File: src/rtl/turfio_ctl_pkg.sv
// Shared definitions for the TURFIO ctl_ Wishbone master: FSM states,
// command header field positions and the default error read word.
package turfio_ctl_pkg;

  typedef enum logic [1:0] {
    IDLE    = 2'd0,
    GETDATA = 2'd1,
    WBCYC   = 2'd2,
    RESP    = 2'd3
  } ctl_state_t;

  // Command header layout: [31]=we, [30:26] ignored, [25:22] sel, [21:0] byte address
  localparam int HDR_WE_BIT   = 31;
  localparam int HDR_SEL_MSB  = 25;
  localparam int HDR_SEL_LSB  = 22;
  localparam int HDR_ADR_MSB  = 21;

  // Bit set in an echoed write header when the cycle failed
  localparam int ERR_FLAG_BIT = 30;

  localparam logic [31:0] ERR_WORD_DEFAULT = 32'hDEADBEEF;

  // Extract the 4-bit byte select from a header word
  function automatic logic [3:0] hdr_sel(input logic [31:0] hdr);
    return hdr[HDR_SEL_MSB:HDR_SEL_LSB];
  endfunction

endpackage

File: src/rtl/turfio_ctl_timeout.sv
// Wait-cycle counter for the Wishbone cycle: cleared by load, advances only
// while enabled, and flags the TIMEOUT-th enabled cycle as expired.
module turfio_ctl_timeout #(
  parameter int TIMEOUT = 1023
) (
  input  logic clk,
  input  logic rst_n,
  input  logic load,
  input  logic count_en,
  output logic expired
);

  localparam int            CW   = $clog2(TIMEOUT + 1);
  localparam logic [CW-1:0] LAST = CW'(TIMEOUT - 1);

  logic [CW-1:0] cnt;

  // expired marks the TIMEOUT-th cycle spent in the Wishbone cycle
  assign expired = count_en && (cnt == LAST);

  // Clear on entry to the cycle, then count each waiting cycle
  always_ff @(posedge clk or negedge rst_n) begin
    if (!rst_n) begin
      cnt <= '0;
    end else if (load) begin
      cnt <= '0;
    end else if (count_en && !expired) begin
      cnt <= cnt + 1'b1;
    end
  end

endmodule

File: src/rtl/turfio_ctl_wbm.sv
// Wishbone master for the TURFIO ctl_ slot: converts command words from the
// CIN path into single WB cycles and returns one response word per command.
module turfio_ctl_wbm
  import turfio_ctl_pkg::*;
#(
  parameter int                    ADDRESS_WIDTH = 22,
  parameter int                    DATA_WIDTH    = 32,
  parameter int                    TIMEOUT       = 1023,
  parameter logic [DATA_WIDTH-1:0] ERR_WORD      = ERR_WORD_DEFAULT
) (
  input  logic                     wb_clk_i,
  input  logic                     wb_rst_ni,
  input  logic [DATA_WIDTH-1:0]    cmd_dat_i,
  input  logic                     cmd_valid_i,
  output logic                     cmd_ready_o,
  output logic [DATA_WIDTH-1:0]    rsp_dat_o,
  output logic                     rsp_valid_o,
  input  logic                     rsp_ready_i,
  output logic                     cyc_o,
  output logic                     stb_o,
  output logic                     we_o,
  output logic [ADDRESS_WIDTH-1:0] adr_o,
  output logic [DATA_WIDTH-1:0]    dat_o,
  output logic [3:0]               sel_o,
  input  logic [DATA_WIDTH-1:0]    dat_i,
  input  logic                     ack_i,
  input  logic                     err_i,
  input  logic                     rty_i,
  output logic [15:0]              err_count_o
);

  ctl_state_t            state;
  logic [1:0]            rst_sync;
  logic                  rst_n;
  logic [DATA_WIDTH-1:0] hdr_q;
  logic                  cmd_accept;
  logic                  start_cyc;
  logic                  expired;

  // Saturating increment for the failure counter
  function automatic logic [15:0] sat_inc(input logic [15:0] v);
    return (v == 16'hFFFF) ? v : v + 16'd1;
  endfunction

  // Header echo with the failure flag forced to the given value
  function automatic logic [DATA_WIDTH-1:0] with_err_flag(input logic [DATA_WIDTH-1:0] h,
                                                          input logic                  f);
    logic [DATA_WIDTH-1:0] r;
    r               = h;
    r[ERR_FLAG_BIT] = f;
    return r;
  endfunction

  // Reset asserts immediately and releases on a clock edge
  always_ff @(posedge wb_clk_i or negedge wb_rst_ni) begin
    if (!wb_rst_ni) rst_sync <= 2'b00;
    else            rst_sync <= {rst_sync[0], 1'b1};
  end
  assign rst_n = rst_sync[1];

  assign cmd_accept = cmd_valid_i && cmd_ready_o;
  // The last command word of a transaction launches the bus cycle
  assign start_cyc  = cmd_accept &&
                      ((state == GETDATA) || ((state == IDLE) && !cmd_dat_i[HDR_WE_BIT]));

  turfio_ctl_timeout #(
    .TIMEOUT (TIMEOUT)
  ) u_timeout (
    .clk      (wb_clk_i),
    .rst_n    (rst_n),
    .load     (start_cyc),
    .count_en (state == WBCYC),
    .expired  (expired)
  );

  // Command / bus / response sequencer with registered outputs
  always_ff @(posedge wb_clk_i or negedge rst_n) begin
    if (!rst_n) begin
      state       <= IDLE;
      cmd_ready_o <= 1'b0;
      cyc_o       <= 1'b0;
      stb_o       <= 1'b0;
      we_o        <= 1'b0;
      adr_o       <= '0;
      dat_o       <= '0;
      sel_o       <= 4'h0;
      rsp_valid_o <= 1'b0;
      rsp_dat_o   <= '0;
      err_count_o <= 16'h0000;
    end else begin
      case (state)
        IDLE: begin
          cmd_ready_o <= 1'b1;
          if (cmd_accept) begin
            hdr_q <= cmd_dat_i;
            we_o  <= cmd_dat_i[HDR_WE_BIT];
            sel_o <= hdr_sel(cmd_dat_i);
            adr_o <= {cmd_dat_i[ADDRESS_WIDTH-1:2], 2'b00};
            if (cmd_dat_i[HDR_WE_BIT]) begin
              state <= GETDATA;
            end else begin
              cmd_ready_o <= 1'b0;
              cyc_o       <= 1'b1;
              stb_o       <= 1'b1;
              state       <= WBCYC;
            end
          end
        end
        GETDATA: begin
          if (cmd_accept) begin
            dat_o       <= cmd_dat_i;
            cmd_ready_o <= 1'b0;
            cyc_o       <= 1'b1;
            stb_o       <= 1'b1;
            state       <= WBCYC;
          end
        end
        WBCYC: begin
          // ack takes priority over a simultaneous err/rty
          if (ack_i) begin
            cyc_o       <= 1'b0;
            stb_o       <= 1'b0;
            rsp_valid_o <= 1'b1;
            rsp_dat_o   <= we_o ? with_err_flag(hdr_q, 1'b0) : dat_i;
            state       <= RESP;
          end else if (err_i || rty_i || expired) begin
            cyc_o       <= 1'b0;
            stb_o       <= 1'b0;
            rsp_valid_o <= 1'b1;
            rsp_dat_o   <= we_o ? with_err_flag(hdr_q, 1'b1) : ERR_WORD;
            err_count_o <= sat_inc(err_count_o);
            state       <= RESP;
          end
        end
        RESP: begin
          if (rsp_ready_i) begin
            rsp_valid_o <= 1'b0;
            cmd_ready_o <= 1'b1;
            state       <= IDLE;
          end
        end
        default: state <= IDLE;
      endcase
    end
  end

endmodule

File: config.mk
export PLATFORM = sky130hd
export DESIGN_NAME = turfio_ctl_wbm
export DESIGN_NICKNAME = d
export VERILOG_FILES = /design/src/rtl/turfio_ctl_pkg.sv /design/src/rtl/turfio_ctl_timeout.sv /design/src/rtl/turfio_ctl_wbm.sv
export SDC_FILE = /design/constraint.sdc
export NUM_CORES = 1
export LEC_CHECK = 0
export CAP_MARGIN = 20
export CORE_MARGIN = 1.5
export CORE_UTILIZATION = 51
export DETAILED_ROUTE_END_ITERATION = 8
export PLACE_DENSITY = 0.87
export SYNTH_ARGS = -nofsm -noshare
export SYNTH_HDL_FRONTEND = slang
export SYNTH_HIERARCHICAL = 1
export SYNTH_SLANG_ARGS = --single-unit
export TNS_END_PERCENT = 1
File: constraint.sdc
create_clock -name wb_clk_i -period 9.8 [get_ports wb_clk_i]
set_clock_uncertainty 0.05 [all_clocks]
set_input_delay 2.94 -clock wb_clk_i [delete_from_list [all_inputs] [get_ports wb_clk_i]]
set_output_delay 2.94 -clock wb_clk_i [all_outputs]
set_load 0.1 [all_outputs]
## After elaboration in Yosys (flattened, before gate mapping)

Index checks and enable logic that the tools add are counted.
Widths: inputs -> output; s select.

- Reduce and logical (&&, ||, !) cells: 25
- Magnitude comparators: 0
- $add $sub $neg: 2
- Multiplexer cells: 28
- Bitwise logic cells: 2
- $mul: 0
- Equality and inequality tests: 10
- Divide/modulo/power cells: 0
- Shifts and indexed selects: 0

Operators with widths:

| cell | count |
|---|---|
| $mux 32 | 4 |
| $mux 10 | 2 |
| $add 16x1->16 const B | 1 |
| $eq 16x16->1 const B | 1 |
| $mux 1 | 12 |
| $mux 2 | 6 |
| $add 10x1->10 const B | 1 |
| $eq 10x10->1 const B | 1 |
| $reduce_and 3->1 | 3 |
| $ne 2x2->1 const B | 4 |
| $pmux 2 s4 | 1 |
| $reduce_and 4->1 | 2 |
| $pmux 1 s3 | 2 |
| $reduce_and 2->1 | 3 |
| $reduce_bool 2->1 | 3 |
| $reduce_bool 3->1 | 2 |
| $logic_and 1x1->1 | 5 |
| $reduce_and 5->1 | 1 |
| $eq 2x2->1 const B | 2 |
| $logic_or 1x1->1 | 3 |
| $ne 3x3->1 const B | 1 |
| $eq 2x1->1 const B | 1 |
| $logic_not 1->1 | 2 |
| $logic_not 2->1 | 1 |
| other kinds (2) | 3 |

- ROM bits: 0
- Register bits after elaboration: 154
- Latch bits: 0
- Logic and storage cells: 80
- Memories kept: 0
- Memory bits (writable): 0
- Input port bits: 71
- Output and inout port bits: 111

## Depth between registers and ports, before layout

Gate-level depths: netlist of run 1.

- Word-level depth: 6
- Depth in mapped cells: 11
- Depth with buffers taken out: 9

## Modules after synthesis

Netlist of run 1, hierarchy kept.

By module, submodules not included:

| module | area an instance (um^2) | sequential area each (um^2) | cells each | times used |
|---|---|---|---|---|
| turfio_ctl_wbm | 5709.2 | 3733.6 | 422 | 1 |
| turfio_ctl_timeout | 569.3 | 250.2 | 58 | 1 |

## Worst setup path before layout of run 1

OpenSTA, ideal clock, no wires.

- Path kind: input port to flip-flop
- From: input port cmd_valid_i
- To: register hdr_q[0], enable pin
- Slack: 4529 ps
- Arrival: 4802 ps
- Stages: 3
- Setup time: 419 ps
- Path buffers: 1
- Required time: 9331 ps
- Path through: nand3_1 -> buf_2 -> nor2_1

- Longest elaborated chain between the ends: 2

Ends and longest elaborated chain:

| item | RTL line | RTL |
|---|---|---|
| from (decl) | turfio_ctl_wbm.sv:14 | `input logic cmd_valid_i,` |
| $logic_and 1x1->1 | turfio_ctl_wbm.sv:61 | `assign cmd_accept = cmd_valid_i && cmd_ready_o;` |
| $reduce_and 3->1 (no line) | n/a |  |
| to (signal assigned) | turfio_ctl_wbm.sv:95 | `hdr_q <= cmd_dat_i;` |
| to (decl) | turfio_ctl_wbm.sv:35 | `logic [DATA_WIDTH-1:0] hdr_q;` |

Every way passes these cells.
A chain may end at the register's enable or synchronous reset.

## Worst setup path in the final report of run 1

- From: register we_o
- To: output port we_o

RTL lines:

| item | RTL line | RTL |
|---|---|---|
| from (decl) | turfio_ctl_wbm.sv:21 | `output logic we_o,` |
| from (signal assigned) | turfio_ctl_wbm.sv:96 | `we_o <= cmd_dat_i[HDR_WE_BIT];` |

No word-level cell between the ends.

==> impl_metrics.json, run 1 <==
{
  "fp.dieW_um": 114,
  "wire_per_inst_um": 19.1,
  "grt_pass1_wl_um": 24500,
  "cts_tree": "done",
  "status": "finished, final reports clean",
  "path_class": "flip-flop to primary output",
  "placed_cells": 786,
  "clk_latency_ns": 0.42,
  "drt_iter0_markers": 248,
  "ys_types": 53,
  "final_layout_size_suffix_gt1_share_pct": 15.8,
  "r2r_end": "u_timeout/cnt[2]$_DFFE_PN0P_",
  "hold_class": "flip-flop to asynchronous set/reset pin",
  "drcViolationCount": 0,
  "clockBufferDepth": 2,
  "die_y_um": 114,
  "netlist_instances": 480,
  "synth.avg_cell_area_um2": 13.1,
  "root_buffer": "clkbuf_16",
  "fin_cells": 819,
  "core_mm2": 0.0120,
  "tns_ns": 0,
  "avgViaCountPerCell": 5.63,
  "critical_path_buf_inv_count": 1,
  "period_needed_ns": 5.29,
  "num_vias": 4610,
  "yosys_register_bits": 153,
  "num_io_pins": 182,
  "rr_worst_depth": 6,
  "cts_buffers": 17,
  "cts.sinks": 153,
  "max_freq_mhz": 189,
  "period_share_pct": 54.0,
  "n_fill_cell": 781,
  "track_usage_pct": 25.0,
  "cts_setup_buffers": 0,
  "worstPathArrival_ns": 2.30,
  "ys_warn_count": 6,
  "drv_cap": 0,
  "final_util_pct": 73.3,
  "fp-row-count": 40,
  "syn_area_mm2": 0.00628,
  "die_area_mm2": 0.0130,
  "htreeDepth": 4,
  "mostFrequentLayoutCells": "clkdlybuf4s50_1, dfrtp_1, mux2_2, nand2_1, o21ai_0",
  "setup_viol": 0,
  "worstMarginPinSlew_ns": 1.05,
  "crit_chain": "clkdlybuf4s50_1",
  "post_cts_resized": 0,
  "rsz0062_at_grt": "no",
  "port_buffers": 179,
  "clkSlewWorstSetupHoldPaths_ns": 0.06,
  "initial_core_util_pct": 52.3,
  "cts_hold_buf": 0,
  "ys_seq_area_share_pct": 63.5,
  "routed_wl_um": 15700,
  "fin_hold_ws_ns": 0.243,
  "antenna_left": 0,
  "syn_to_final_growth_pct": 40.3,
  "antenna_cells": 0,
  "drt_first_pass_iters": 4,
  "crit_family": "buffers and inverters",
  "drv_slew": 0,
  "grt_pass1_vias": 4742,
  "cp_max_fo": 12,
  "crit_required_ns": 6.81,
  "place_hpwl_um": 10500,
  "slowest_delay_ns": 1.25,
  "nets": 739,
  "r2r-start": "state[0]$_DFFE_PN0P_",
  "r2r_slack_ns": 6.86,
  "cp-end-kind": "primary output",
  "crit_path_top_delay_cell": "clkdlybuf4s50_1",
  "routabilityCongestion": 0.850,
  "finalHoldViolCount": 0,
  "grt_max_degree": 85,
  "cp-start-kind": "flip-flop",
  "final_common_cell": "clkdlybuf4s50_1",
  "antenna_found_initial": 0,
  "slew_headroom_pct": 29.8,
  "grt_overflow_total": 0
}
-- synthesized netlist by cell type (all sizes together) --
library cell | count | area [um^2]
or3 | 3 | 18.8
ha | 9 | 113
and4 | 3 | 27.5
nor2 | 15 | 58.8
nor3b | 1 | 7.51
a21oi | 5 | 25.0
nand4b | 2 | 17.5
edfxtp | 31 | 931
a211o | 1 | 8.76
o21bai | 2 | 15.0
mux2i | 3 | 30.0
a211oi | 4 | 30.0
and3 | 3 | 18.8
conb | 2 | 7.51
a22oi | 8 | 60.1
nand4 | 8 | 65.1
a31oi | 4 | 25.0
nor4b | 2 | 23.8
buf | 14 | 91.3
inv | 10 | 37.5
mux2 | 59 | 668
dfrtp | 122 | 3050
a221oi | 1 | 8.76
nor2b | 2 | 12.5
a21boi | 2 | 15.0
and2 | 3 | 18.8
clkbuf | 9 | 36.3
nand2 | 47 | 179
and2b | 1 | 7.51
nor3 | 8 | 40.0
o22ai | 23 | 144
xor2 | 12 | 105
o21ai | 38 | 194
xnor2 | 8 | 70.1
nand3 | 9 | 45.0
nor4 | 3 | 40.0
a2111oi | 1 | 15.0
a32oi | 1 | 8.76
or2 | 1 | 6.26
-- flip-flops by register name (all words and copies together) (netlist names) --
register	cells
adr_o	20
cmd_ready_o	1
dat_o	32
err_count_o	16
hdr_q	31
rsp_dat_o	32
rsp_valid_o	1
rst_sync	2
sel_o	4
state	2
stb_o	1
u_timeout/cnt	10
we_o	1
-- logic make-up (layout without fill, tap and decap cells) --
kind of cell               Yosys count  count (layout)  share of synthesized area (%)
buffers and inverters               33             224                           2.63
AOI/OAI and AO/OA                   90              90                           8.75
muxes                               62              62                           11.1
adders and majority gates            9               9                           1.79
xor gates and xnor gates            20              20                           2.79
DFF                                153             153                           63.5
other                                2               3                          0.120
and+or+nand+nor                    111             111                           9.35
-- routing by layer --
metal | part of all wire (%) | global-route usage [%] | routed length [um]
met2 | 49 | 40.8 | 7750
met3 | 7.2 | 8.02 | 1120
met4 | 4.5 | 14.0 | 704
met5 | 0 | 0 | 0
met1 | 39 | 29.2 | 6090
-- worst max path at each step --
stage	startpoint	endpoint	slack, ns	depth (start not counted)
after floorplan	cmd_valid_i	hdr_q[0]$_DFFE_PP_	4.53	3
after global placement	cmd_valid_i	u_timeout/cnt[2]$_DFFE_PN0P_	4.26	5
after detailed placement	cmd_valid_i	u_timeout/cnt[2]$_DFFE_PN0P_	4.17	5
after CTS	we_o$_DFFE_PN0P_	we_o	4.51	1
after global routing	cmd_valid_i	u_timeout/cnt[2]$_DFFE_PN0P_	4.37	5
final	we_o$_DFFE_PN0P_	we_o	4.51	1
-- stage by stage --
stage | instance area, um^2 | worst slack, ns
3_3_place_gp | 8170 | 4.26
5_1_grt | 8810 | 4.37
4_1_cts | 8780 | 4.51
6_report | 8810 | 4.51
2_1_floorplan | 6280 | 4.53
3_5_place_dp | 8170 | 4.17
-- final cells by class --
cell class | count | area (um^2) | area share [%]
timing repair buffer | 182 | 1830 | 20.8
multi-input combinational | 295 | 2160 | 24.5
sequential | 153 | 3990 | 45.3
inverter | 10 | 37.5 | 0.426
clock buffer | 22 | 464 | 5.27
tap | 147 | 184 | 2.09
clock inverter | 10 | 144 | 1.63
Power of run 1 is not shown: default switching activity piles up to over one toggle a cycle in this logic, so the estimate is an artifact.
==> inputs of run 2 (changes only) <==
--- a/config.mk
+++ b/config.mk
@@ -7,9 +7,9 @@
 export LEC_CHECK = 0
 export CAP_MARGIN = 20
 export CORE_MARGIN = 1.5
-export CORE_UTILIZATION = 51
+export CORE_UTILIZATION = 48
 export DETAILED_ROUTE_END_ITERATION = 8
-export PLACE_DENSITY = 0.87
+export PLACE_DENSITY = 0.83
 export SYNTH_ARGS = -nofsm -noshare
 export SYNTH_HDL_FRONTEND = slang
 export SYNTH_HIERARCHICAL = 1
==> constraint.sdc (replaced) <==
create_clock -name wb_clk_i -period 5.4 [get_ports wb_clk_i]
set_clock_uncertainty 0.05 [all_clocks]
set_input_delay 1.62 -clock wb_clk_i [delete_from_list [all_inputs] [get_ports wb_clk_i]]
set_output_delay 1.62 -clock wb_clk_i [all_outputs]
set_load 0.1 [all_outputs]
==> impl_metrics.json, run 2 (same netlist as run 1, synthesis figures left out) <==
{
  "rsz0062_at_grt": "no",
  "grt_pass1_vias": 4815,
  "rr_worst_depth": 8,
  "cp-start-kind": "flip-flop",
  "period_needed_ns": 3.93,
  "cp_max_fo": 12,
  "grt_overflow_total": 0,
  "crit_end": "we_o",
  "path_class": "flip-flop to primary output",
  "cts_tree": "done",
  "post_dp_cell_area_mm2": 0.00821,
  "track_usage_pct": 23.3,
  "nets": 739,
  "initial_core_util_pct": 49.6,
  "crit_family": "buffers and inverters",
  "crit_required_ns": 3.73,
  "core_mm2": 0.0127,
  "place_hpwl_um": 10800,
  "clk_latency_ns": 0.42,
  "grt_pass1_wl_um": 25100,
  "period_share_pct": 72.7,
  "wire_per_inst_um": 18.3,
  "r2r_end": "rsp_dat_o[12]$_DFFE_PN0P_",
  "fin_hold_ws_ns": 0.280,
  "slew_headroom_pct": 30.2,
  "drcViolationCount": 0,
  "r2r_slack_ns": 2.36,
  "drt_first_pass_iters": 4,
  "max_freq_mhz": 255,
  "htreeDepth": 4,
  "hold_class": "flip-flop to asynchronous set/reset pin",
  "die_area_mm2": 0.0138,
  "num_vias": 4503,
  "crit_path_top_delay_cell": "clkdlybuf4s50_1",
  "cts_hold_buf": 0,
  "setup_viol": 0,
  "mostFrequentLayoutCells": "clkdlybuf4s50_1, dfrtp_1, mux2_2, nand2_1, o21ai_0",
  "antenna_left": 0,
  "cts.sinks": 153,
  "status": "finished, final reports clean",
  "syn_to_final_growth_pct": 40.5,
  "die_y_um": 117,
  "worstPathArrival_ns": 2.26,
  "worstMarginPinSlew_ns": 1.04,
  "crit_chain": "clkdlybuf4s50_1",
  "postLayoutCellArea_mm2": 0.00882,
  "cts_buffers": 17,
  "cp-end-kind": "primary output",
  "crit_cells": 1,
  "drv_slew": 0,
  "drv_cap": 0,
  "r2r-start": "state[0]$_DFFE_PN0P_",
  "final_common_cell": "clkdlybuf4s50_1",
  "drt_iter0_markers": 326,
  "final_layout_size_suffix_gt1_share_pct": 15.9,
  "antenna_found_initial": 0,
  "finalHoldViolCount": 0,
  "startpoint": "we_o$_DFFE_PN0P_",
  "root_buffer": "clkbuf_16",
  "post_cts_resized": 0,
  "cts_setup_buffers": 0,
  "slowest_delay_ns": 1.24,
  "top_regs": "dat_o: 32 flops, rsp_dat_o: 32 flops, hdr_q: 31 flops",
  "routabilityCongestion": 0.858,
  "grt_max_degree": 77,
  "avgViaCountPerCell": 5.34,
  "critical_path_buf_inv_count": 1,
  "antenna_cells": 0,
  "clockBufferDepth": 2,
  "tns_ns": 0,
  "port_buffers": 179,
  "num_io_pins": 182,
  "fp-row-count": 41,
  "clkSlewWorstSetupHoldPaths_ns": 0.06,
  "routed_wl_um": 15400,
  "fp.dieW_um": 117
}
run 2: worst min-delay path by stage:
| stage | end | slack [ns] | startpoint |
|---|---|---|---|
| 6_report | adr_o[10]$_DFFE_PN0P_ | 0.28 | rst_sync[1]$_DFF_PN0_ |
| 5_1_grt | rst_sync[1]$_DFF_PN0_ | 0.32 | rst_sync[0]$_DFF_PN0_ |
| 4_1_cts | adr_o[10]$_DFFE_PN0P_ | 0.31 | rst_sync[1]$_DFF_PN0_ |
| 3_5_place_dp | rst_sync[1]$_DFF_PN0_ | 0.29 | rst_sync[0]$_DFF_PN0_ |
| 3_3_place_gp | adr_o[11]$_DFFE_PN0P_ | 0.29 | rst_sync[1]$_DFF_PN0_ |
| 2_1_floorplan | rst_sync[1]$_DFF_PN0_ | 0.28 | rst_sync[0]$_DFF_PN0_ |
run 2: worst reg2reg max path, cell delays in order (launching register included):
cell,delay (ns)
dfrtp_1,0.46
inv_1,0.13
ha_1,0.38
inv_1,0.17
nor2_1,0.09
or3_1,0.41
o21ai_4,0.57
buf_4,0.43
o21ai_0,0.20
run 2: final cells by class:
class / instances / area [um^2]
Fill cell: 889 / 3850
Multi-Input combinational cell: 295 / 2160
Sequential cell: 153 / 3990
Clock buffer: 25 / 561
Timing Repair Buffer: 182 / 1810
Tap cell: 172 / 215
Inverter: 10 / 37.5
Clock inverter: 7 / 50.0
run 2: per-stage QoR:
| step | std cells | util [%] | setup slack (ns) |
|---|---|---|---|
| 2_1_floorplan | 481 | - | 0.480 |
| 3_3_place_gp | 812 | 64.8 | 1.36 |
| 3_5_place_dp | 812 | 64.8 | 1.23 |
| 4_1_cts | 844 | 69.6 | 1.45 |
| 5_1_grt | 844 | 69.6 | 1.43 |
| 6_report | 844 | 69.6 | 1.47 |
run 2: layer usage:
metal | vias to the layer above | wire [um] | global-route usage [%]
li1 | 2091 | - | -
met1 | 2210 | 5990 | 26.6
met2 | 171 | 7930 | 40.3
met3 | 31 | 1040 | 6.76
met4 | 0 | 456 | 10.8
met5 | - | 0 | 0
Power of run 2 is left out for the same reason.
==> inputs of run 3 (changes only) <==
--- a/config.mk
+++ b/config.mk
@@ -7,9 +7,9 @@
 export LEC_CHECK = 0
 export CAP_MARGIN = 20
 export CORE_MARGIN = 1.5
-export CORE_UTILIZATION = 48
+export CORE_UTILIZATION = 43
 export DETAILED_ROUTE_END_ITERATION = 8
-export PLACE_DENSITY = 0.83
+export PLACE_DENSITY = 0.78
 export SYNTH_ARGS = -nofsm -noshare
 export SYNTH_HDL_FRONTEND = slang
 export SYNTH_HIERARCHICAL = 1
==> constraint.sdc (replaced) <==
create_clock -name wb_clk_i -period 3.39 [get_ports wb_clk_i]
set_clock_uncertainty 0.05 [all_clocks]
set_input_delay 1.017 -clock wb_clk_i [delete_from_list [all_inputs] [get_ports wb_clk_i]]
set_output_delay 1.017 -clock wb_clk_i [all_outputs]
set_load 0.1 [all_outputs]
==> impl_metrics.json, run 3 (same netlist as run 1, synthesis figures left out) <==
{
  "status": "finished, final reports clean",
  "slew_headroom_pct": 44.7,
  "path_class": "flip-flop to flip-flop",
  "startpoint": "state[0]$_DFFE_PN0P_",
  "routed_wl_um": 15700,
  "cp_max_fo": 11,
  "worstMarginPinSlew_ns": 0.830,
  "grt_pass1_wl_um": 24600,
  "fp-row-count": 43,
  "crit_required_ns": 3.64,
  "nets": 748,
  "finalHoldViolCount": 0,
  "post_dp_cell_area_mm2": 0.00803,
  "num_io_pins": 182,
  "die_area_mm2": 0.0153,
  "setup_viol": 0,
  "root_buffer": "clkbuf_16",
  "drt_first_pass_iters": 4,
  "final_common_cell": "dfrtp_1",
  "sequential_cell_area_mm2": 0.00399,
  "fp.dieW_um": 124,
  "clockBufferDepth": 2,
  "final_layout_size_suffix_gt1_share_pct": 32.9,
  "n_fill_cell": 1079,
  "period_needed_ns": 2.61,
  "rsz0062_at_grt": "no",
  "avgViaCountPerCell": 5.31,
  "die_y_um": 124,
  "cts_hold_buf": 0,
  "cp-start-kind": "flip-flop",
  "mostFrequentLayoutCells": "dfrtp_1, buf_4, clkdlybuf4s50_1, mux2_2, nand2_1",
  "worstPathArrival_ns": 2.85,
  "max_freq_mhz": 383,
  "grt_pass1_vias": 4816,
  "port_buffers": 179,
  "crit_path_top_delay_cell": "nor4_2",
  "drv_slew": 0,
  "postLayoutCellArea_mm2": 0.00863,
  "num_vias": 4568,
  "r2r-start": "state[0]$_DFFE_PN0P_",
  "antenna_left": 0,
  "slowest_delay_ns": 0.52,
  "core_mm2": 0.0140,
  "initial_core_util_pct": 44.7,
  "antenna_found_initial": 0,
  "routabilityCongestion": 0.882,
  "multi_input_area_mm2": 0.00216,
  "track_usage_pct": 21.2,
  "grt_max_degree": 66,
  "place_hpwl_um": 11400,
  "tns_ns": 0,
  "cts_tree": "done",
  "htreeDepth": 4,
  "crit_chain": "inv_1 -> ha_1 -> inv_1 -> nor2_1 -> nor3_1 -> nor4_2 -> nand4b_1 -> xnor2_1",
  "cp-end-kind": "flip-flop",
  "drv_cap": 0,
  "hold_class": "flip-flop to asynchronous set/reset pin",
  "rr_worst_depth": 8,
  "grt_overflow_total": 0,
  "path_common_cell": "inv_1",
  "top_regs": "dat_o: 32 flops, rsp_dat_o: 32 flops, hdr_q: 31 flops",
  "post_cts_resized": 0,
  "drt_iter0_markers": 288,
  "cts_buffers": 17,
  "clkSlewWorstSetupHoldPaths_ns": 0.07,
  "clk_latency_ns": 0.42,
  "period_share_pct": 76.9,
  "cts_setup_buffers": 0,
  "wire_per_inst_um": 18.2,
  "drcViolationCount": 0,
  "r2r_end": "err_count_o[11]$_DFFE_PN0P_",
  "syn_to_final_growth_pct": 37.4,
  "antenna_cells": 0,
  "cts.sinks": 153,
  "r2r_slack_ns": 0.78
}
[run 3: final cells by class]
class                   instances  share of cell area [%]
clock inverters                13                    1.93
well taps                     180                    2.61
inverters                      10                   0.435
clock buffers                  19                    5.02
repair buffers                191                    18.8
multi-input cells             295                    25.0
flip-flops and latches        153                    46.2
[run 3: worst max-delay path: cells and delay by family, from the launching register on]
kind                       cells  cell delay, ns
xor gates and xnor gates       1            0.16
adders and majority gates      1            0.46
buffers and inverters          2            0.28
DFF                            1            0.46
and+or+nand+nor                4            1.08
[run 3: metal layers]
layer | up-vias | wire length, um | GRT usage, %
li1 | 2102 | - | -
met1 | 2285 | 6200 | 25.5
met2 | 162 | 8090 | 35.6
met3 | 19 | 1090 | 7.10
met4 | 0 | 293 | 7.69
met5 | - | 0 | 0
[run 3: worst max-delay path by stage]
stage | end | slack [ns] | cells past startpoint
finish | err_count_o[11]$_DFFE_PN0P_ | 0.78 | 8
global placement | state[0]$_DFFE_PN0P_ | 0.65 | 5
detailed placement | rsp_dat_o[10]$_DFFE_PN0P_ | 0.53 | 5
floorplan | hdr_q[0]$_DFFE_PP_ | 0.40 | 3
global route | err_count_o[11]$_DFFE_PN0P_ | 0.56 | 8
CTS | we_o | 0.77 | 1
[run 3: through the flow]
step / hold slack (ns) / setup WS [ns] / util [%] / std cells
floorplan: 0.281 / 0.400 / - / 481
global placement: 0.132 / 0.648 / 57.2 / 829
detailed placement: 0.132 / 0.535 / 57.2 / 829
CTS: 0.135 / 0.774 / 61.5 / 861
global route: 0.146 / 0.561 / 61.5 / 861
finish: 0.123 / 0.782 / 61.5 / 861
Power of run 3 is left out for the same reason.
